File: src/rtl/puf_response_engine.sv
// Arbiter-PUF response engine: sequences relax/race cycles on an external delay-race core
// and majority-votes repeated evaluations of each challenge into a response word.
module puf_response_engine #(
    parameter int unsigned CHAL_W        = 8,
    parameter int unsigned RESP_W        = 32,
    parameter int unsigned VOTES         = 5,
    parameter int unsigned RELAX_CYCLES  = 2,
    parameter int unsigned SETTLE_CYCLES = 4
) (
    input  logic                         clk,
    input  logic                         reset,
    input  logic                         start,
    input  logic [CHAL_W-1:0]            seed,
    output logic                         busy,
    output logic                         done,
    output logic [RESP_W-1:0]            response,
    output logic [$clog2(RESP_W+1)-1:0]  unstable_count,
    output logic [CHAL_W-1:0]            race_challenge,
    output logic                         race_launch,
    input  logic                         race_result
);

    localparam int unsigned UW     = $clog2(RESP_W + 1);
    localparam int unsigned KW     = $clog2(RESP_W + 1);
    localparam int unsigned VW     = $clog2(VOTES + 1);
    localparam int unsigned PH_MAX = (RELAX_CYCLES > SETTLE_CYCLES) ? RELAX_CYCLES
                                                                    : SETTLE_CYCLES;
    localparam int unsigned PW     = $clog2(PH_MAX + 1);

    localparam logic [KW-1:0] K_LAST      = KW'(RESP_W - 1);
    localparam logic [VW-1:0] V_LAST      = VW'(VOTES - 1);
    localparam logic [VW-1:0] V_ALL       = VW'(VOTES);
    localparam logic [VW-1:0] V_HALF      = VW'(VOTES / 2);
    localparam logic [PW-1:0] RELAX_LAST  = PW'(RELAX_CYCLES - 1);
    localparam logic [PW-1:0] SETTLE_LAST = PW'(SETTLE_CYCLES - 1);

    if ((VOTES % 2) == 0) begin : g_bad_votes
        $error("puf_response_engine: VOTES must be odd");
    end
    if (SETTLE_CYCLES < 3) begin : g_bad_settle
        $error("puf_response_engine: SETTLE_CYCLES must be at least 3");
    end
    if (RELAX_CYCLES < 1) begin : g_bad_relax
        $error("puf_response_engine: RELAX_CYCLES must be at least 1");
    end

    typedef enum logic [1:0] {
        StIdle,
        StRelax,
        StRace,
        StDone
    } state_t;

    state_t        state;
    logic [KW-1:0] k;
    logic [VW-1:0] v;
    logic [VW-1:0] ones;
    logic [PW-1:0] phase;
    logic          sync1;
    logic          sync2;

    logic [VW-1:0]     ones_next;
    logic              vote_bit;
    logic              vote_unstable;
    logic [RESP_W-1:0] resp_next;

    always_comb begin
        ones_next     = ones + VW'(sync2);
        vote_bit      = (ones_next > V_HALF);
        vote_unstable = (ones_next != '0) && (ones_next != V_ALL);
        resp_next     = response;
        for (int i = 0; i < RESP_W; i++) begin
            if (k == KW'(i)) begin
                resp_next[i] = vote_bit;
            end
        end
    end

    always_ff @(posedge clk or posedge reset) begin
        if (reset) begin
            state          <= StIdle;
            k              <= '0;
            v              <= '0;
            ones           <= '0;
            phase          <= '0;
            sync1          <= 1'b0;
            sync2          <= 1'b0;
            busy           <= 1'b0;
            done           <= 1'b0;
            response       <= '0;
            unstable_count <= '0;
            race_challenge <= '0;
            race_launch    <= 1'b0;
        end else begin
            // race_result is asynchronous to clk
            sync1 <= race_result;
            sync2 <= sync1;
            unique case (state)
                StIdle: begin
                    if (start) begin
                        race_challenge <= seed;
                        k              <= '0;
                        v              <= '0;
                        ones           <= '0;
                        phase          <= '0;
                        response       <= '0;
                        unstable_count <= '0;
                        busy           <= 1'b1;
                        state          <= StRelax;
                    end
                end
                StRelax: begin
                    if (phase == RELAX_LAST) begin
                        phase       <= '0;
                        race_launch <= 1'b1;
                        state       <= StRace;
                    end else begin
                        phase <= phase + PW'(1);
                    end
                end
                StRace: begin
                    if (phase == SETTLE_LAST) begin
                        phase       <= '0;
                        race_launch <= 1'b0;
                        if (v == V_LAST) begin
                            response <= resp_next;
                            if (vote_unstable) begin
                                unstable_count <= unstable_count + UW'(1);
                            end
                            v    <= '0;
                            ones <= '0;
                            if (k == K_LAST) begin
                                busy  <= 1'b0;
                                state <= StDone;
                            end else begin
                                k              <= k + KW'(1);
                                race_challenge <= race_challenge + CHAL_W'(1);
                                state          <= StRelax;
                            end
                        end else begin
                            v     <= v + VW'(1);
                            ones  <= ones_next;
                            state <= StRelax;
                        end
                    end else begin
                        phase <= phase + PW'(1);
                    end
                end
                StDone: begin
                    // First DONE cycle is quiet, the second carries the pulse
                    if (!done) begin
                        done <= 1'b1;
                    end else begin
                        done  <= 1'b0;
                        state <= StIdle;
                    end
                end
                default: state <= StIdle;
            endcase
        end
    end

endmodule

File: config.mk
export PLATFORM = sky130hd
export DESIGN_NAME = puf_response_engine
export DESIGN_NICKNAME = d
export VERILOG_FILES = /design/src/rtl/puf_response_engine.sv
export SDC_FILE = /design/constraint.sdc
export NUM_CORES = 1
export LEC_CHECK = 0
export ABC_AREA = 1
export BUFFER_PORTS_ARGS = -buffer_cell sky130_fd_sc_hd__buf_2
export CELL_PAD_IN_SITES_DETAIL_PLACEMENT = 1
export CELL_PAD_IN_SITES_GLOBAL_PLACEMENT = 1
export CORE_MARGIN = 2
export CORE_UTILIZATION = 42
export CTS_BUF_LIST = sky130_fd_sc_hd__clkbuf_8
export CTS_CLUSTER_SIZE = 25
export DETAILED_ROUTE_END_ITERATION = 8
export PLACE_DENSITY = 0.9
export SLEW_MARGIN = 40
export SYNTH_ARGS = -nofsm -noshare
export SYNTH_HDL_FRONTEND = slang
export SYNTH_SLANG_ARGS = --single-unit
File: constraint.sdc
create_clock -name clk -period 2.9 [get_ports clk]
set_input_delay 0.725 -clock clk [delete_from_list [all_inputs] [get_ports clk]]
set_output_delay 0.725 -clock clk [all_outputs]
set_load 0.01 [all_outputs]
======== After elaboration in Yosys (flattened, before gate mapping) ========
Index checks and enable logic that the tools add are counted.
operators by class
  add/subtract/negate cells ............... 6
  multipliers ............................. 0
  divide/modulo/power cells ............... 0
  order comparisons ....................... 1
  equal/unequal tests ..................... 77
  shift-type cells ........................ 0
  mux-type cells .......................... 76
  bitwise logic cells ..................... 0
  reductions and logical operators ........ 45
operators by type and width
  operator             number
  $reduce_and 5->1     34
  $eq 6x5->1 const B   16
  $mux 32              3
  $ne 2x2->1 const B   39
  $pmux 32 s2          1
  $eq 6x4->1 const B   8
  $mux 6               7
  $mux 1               39
  $mux 8               4
  $eq 6x3->1 const B   4
  $pmux 6 s2           2
  $mux 3               7
  $pmux 8 s2           1
  $add 6x1->6 const B  2
  $eq 6x2->1 const B   2
  $mux 2               6
  $pmux 3 s2           2
  $pmux 3 s3           1
  $add 8x1->8 const B  1
  $pmux 2 s4           1
  $add 3x1->3 const B  2
  $eq 6x1->1 const B   1
  $logic_not 6->1      1
  $reduce_and 3->1     2
  other kinds (15)     19
word-level totals
  register bits ........................... 68
  latch bits .............................. 0
  RAM bits ................................ 0
  memory bits (read-only) ................. 0
  input bits .............................. 12
  output and inout port bits .............. 49
  logic and storage cells ................. 249
  memories kept ........................... 0

======== Depth between registers and ports, before layout ========
  word-level depth ........................ 7
  mapped depth ............................ 12
  gate-level depth less buffers ........... 11

======== Worst setup path before layout ========
Ideal clock, no wire load.
  kind .................................... flip-flop to flip-flop
  start ................................... reg state[0]
  end ..................................... reg response[24]
  library setup time ...................... 113 ps
  data arrival time ....................... 1,625 ps
  required time ........................... 2,787 ps
  path slack .............................. 1,162 ps
  stages on the path, launching flop included .. 11
  path buffers ............................ 2
  period minus slack after synthesis ...... 1,738 ps
  path through ............................ dfrtp_1 > inv_1 > ha_1 > nand2_1 > nand3_4 > nor2_4 > buf_4 > buf_6 > nand3_1 > nand2_1 > inv_1
on the way
  longest elaborated chain between the ends .. 3
  elaborated cells on any way between the ends .. 9
  classes of those cells .................. 5 x eq/ne; 1 x mux; 3 x reduce/logical
ends and longest elaborated chain
  item                                                                     line  source
  start: declaration                                                       54    state_t state;
  start signal: assignment                                                 81    state <= StIdle;
  start signal: assignment                                                 109   state <= StRelax;
  start signal: assignment                                                 116   state <= StRace;
  $eq 2x2->1 / $logic_not 2->1 (equally long branches)                     98    unique case (state)
  $ne 2x2->1 (no source line) / $reduce_bool 2->1 (equally long branches)  --
  $reduce_and 5->1 (no source line)                                        --
  end signal: assignment                                                   126   response <= resp_next;
  end: declaration                                                         16    output logic [RESP_W-1:0] response,
Several ways; a longest one is shown, not always the timed one.
A chain may end at the register's enable or synchronous reset.

======== Worst setup path in the final report ========
  start ................................... reg state[0]
  end ..................................... reg response[10]
Same word-level chain as after synthesis.

==> reports/results.ini <==
[grt]
grt_util_all_layers_pct = 22.46
grt.overflow.total = 0
antenna_found_initial = 0
grt_pass1_wl_um = 18110
grt_pass1_vias = 3834
grt_max_degree = 36

[sta]
period_share_pct = 83.58
setup-violations-final = 0
maxClockFrequency_mhz = 412.6
relSlewSlack_pct = 54.66
finalMaxSlewViolations = 0
finalCriticalPeriod_ns = 2.424
rsz0062_at_grt = no
worst_slew_pin_slew_ns = 0.6794
skew_ns = 0.01106
setup_tns_ns = 0
hold_viol = 0

[drt]
drtIter0Drc = 199
postRouteAntennaNets = 0
post_drt_wl_per_cell_um = 14.76
wl_um = 10740
drc_errors = 0
viasPerCell = 5.199
vias = 3785
drt_pre_antenna_iters = 5

[place]
dp_hpwl_um = 7987
gp_congestion = 0.8433
port_buffers = 60

[setup_path]
path_class = flop to flop
crit_fanout = 24
r2r-start = state[0]
cp.required_ns = 3.14
slowest_stage = dfrtp_1
worstPathArrival_ns = 2.66
start_kind = flop
worstPathCellList = inv_1, ha_1, inv_2, nand2_2, nand3_4, inv_1, nand2_2, nand2_1, nand2_1, nand2_1, inv_1
cp-startpoint = state[0]
max_stage_delay_ns = 0.42
cp-end-kind = flop

[outcome]
run_status = finished clean

[clock_tree]
cts_tree = built
clk_latency_ns = 0.35
ctsHoldBuffers = 0
post_cts_buffers = 0
cts_resized = 0
cts.htree.levels = 3
clk_pin_slew_ns = 0.07
cts_buffer_depth = 2
clkSinkCount = 68
cts-root-buf = clkbuf_8
cts_buffers = 9

[floorplan]
dieWidth_um = 100.9
die_h_um = 100.9
core_area_sq_um = 9153
io_pins = 61
die-area_sq_um = 10180
start_util_pct = 43.08
rows = 35

[power]
ir_worst_vdd_mv = 0.2082
p_total_mw = 2.008
p_leak_nw = 2.581
p_per_area_nw_per_um2 = 440.7

[finish]
antenna_cells = 0
area_growth_pct = 15.58
drive_above_1_share_pct = 15.24
num-nets-final = 643

[synth]
synth_cell_types = 27
syn-num-nets = 586
synth_seq_cells = 68
synth_top_area_cell = dfrtp_1
synth_cells = 555
synthTopCellsByArea = dfrtp_1, nand2_1, nand3_1
synth.cell_area_sq_um = 3943
synth_top_area_share_pct = 43.16
synth_warnings = 0
ys_seq_area_share_pct = 43.16
synth_area_per_cell_sq_um = 7.104

[min_path]
hold_path.startpoint = sync1
worstHoldPathType = flop to flop

[flow_run]
drv_cap = 0

## cells in the final DEF (no fill, tap or decap)
| cell | synthesis | routed |
|---|---|---|
| nor2_2 | 1 | 1 |
| buf_2 | 6 | 60 |
| nand3_4 | 1 | 1 |
| nand2_2 | 3 | 3 |
| a21oi_1 | 2 | 2 |
| o21ai_0 | 37 | 37 |
| dfrtp_1 | 68 | 68 |
| clkbuf_8 | 0 | 9 |
| o22ai_1 | 1 | 1 |
| xor2_1 | 2 | 2 |
| nor2_4 | 1 | 1 |
| nand4_1 | 3 | 3 |
| o21ai_1 | 8 | 8 |
| nor2_1 | 41 | 41 |
| xnor2_1 | 1 | 1 |
| o31ai_1 | 1 | 1 |
| nand3_1 | 59 | 59 |
| or2_2 | 6 | 6 |
| nor3_1 | 1 | 1 |
| ha_1 | 19 | 19 |
| inv_1 | 65 | 66 |
| nand2_1 | 211 | 211 |
| o21bai_1 | 1 | 1 |
| buf_4 | 3 | 6 |
| nand3b_1 | 2 | 2 |
| clkinv_2 | 0 | 2 |
| bufinv_16 | 0 | 3 |
| inv_2 | 1 | 2 |
## per-layer routing
layer	vias to the layer above	GRT usage [%]	share of wire [%]
met5	-	0	0
met4	0	5.269	1.2
met3	14	4.993	3.3
met2	72	38.46	50
met1	1858	28.94	46
li1	1841	-	-
## registers in the layout (all words and copies together) (netlist names)
name	cells
done	1
state	2
sync1	1
ones	3
response	32
busy	1
v	3
race_challenge	8
sync2	1
race_launch	1
unstable_count	6
k	6
phase	3
## critical path, delay by kind of cell (launching register included)
family / cells / cell delay, ns
AND/OR/NAND/NOR: 6 / 0.97
buffers and inverters: 4 / 0.58
flip-flops: 1 / 0.42
adder cells (fa/ha/maj): 1 / 0.34
## power breakdown
| group | internal (mW) | switching [mW] | total (mW) | leakage [nW] |
|---|---|---|---|---|
| Clock | 0.562 | 0.362 | 0.924 | 0.126 |
| Combinational | 0.0391 | 0.0617 | 0.101 | 1.56 |
| Sequential | 0.965 | 0.0184 | 0.984 | 0.896 |
| Total | 1.57 | 0.442 | 2.01 | 2.58 |
## cell usage after synthesis
cell	n
nor2_4	1
o22ai_1	1
nor2_2	1
o21ai_0	37
o21ai_1	8
inv_2	1
buf_2	6
nand3b_1	2
nor3_1	1
o21bai_1	1
or2_2	6
buf_4	3
nand4_1	3
ha_1	19
xnor2_1	1
nand3_4	1
xor2_1	2
nor2_1	41
dfrtp_1	68
nand3_1	59
clkbuf_1	10
a21oi_1	2
inv_1	65
nand2_1	211
o31ai_1	1
nand2_2	3
buf_6	1
## area by class of cell
class                   instances  area (sq um)
clock buffers                   9         123.9
clock inverters                 7         107.6
fillers                      1219          4596
inverters                      66         247.7
multi-input cells             401          1892
flip-flops and latches         68          1702
well taps                     111         138.9
repair buffers                 66         345.3
## logic make-up after synthesis
family	count (synthesis)	share of synthesized area [%]
xor+xnor	3	0.6666
compound gates	50	6.506
buf+inv	86	8.854
flops	68	43.16
fa+ha+maj	19	6.030
simple gates	329	34.78
## worst paths after layout
check,end,slack (ns),cells after the start
worst max-delay path,response[10],0.48,11
worst min-delay path,sync2,0.36,0
worst max register to register,response[10],0.48,11
worst min register to register,sync2,0.36,0
max in group asynchronous,response[28],1.80,3
min in group asynchronous,unstable_count[5],0.37,2
## metrics by stage
stage | worst slack (ns) | cells | cell area [sq um] | util [%] | hold WS, ns
floorplan | 0.4635 | 555 | 3943 | - | 0.3312
global placement | 0.7557 | 712 | 4325 | 47.26 | 0.3415
detailed placement | 0.5358 | 712 | 4325 | 47.26 | 0.3403
CTS | 0.4895 | 728 | 4557 | 49.79 | 0.3674
global route | 0.2956 | 728 | 4557 | 49.79 | 0.3781
finish | 0.4761 | 728 | 4557 | 49.79 | 0.3607
No activity file was read; power rests on OpenSTA's default activity.
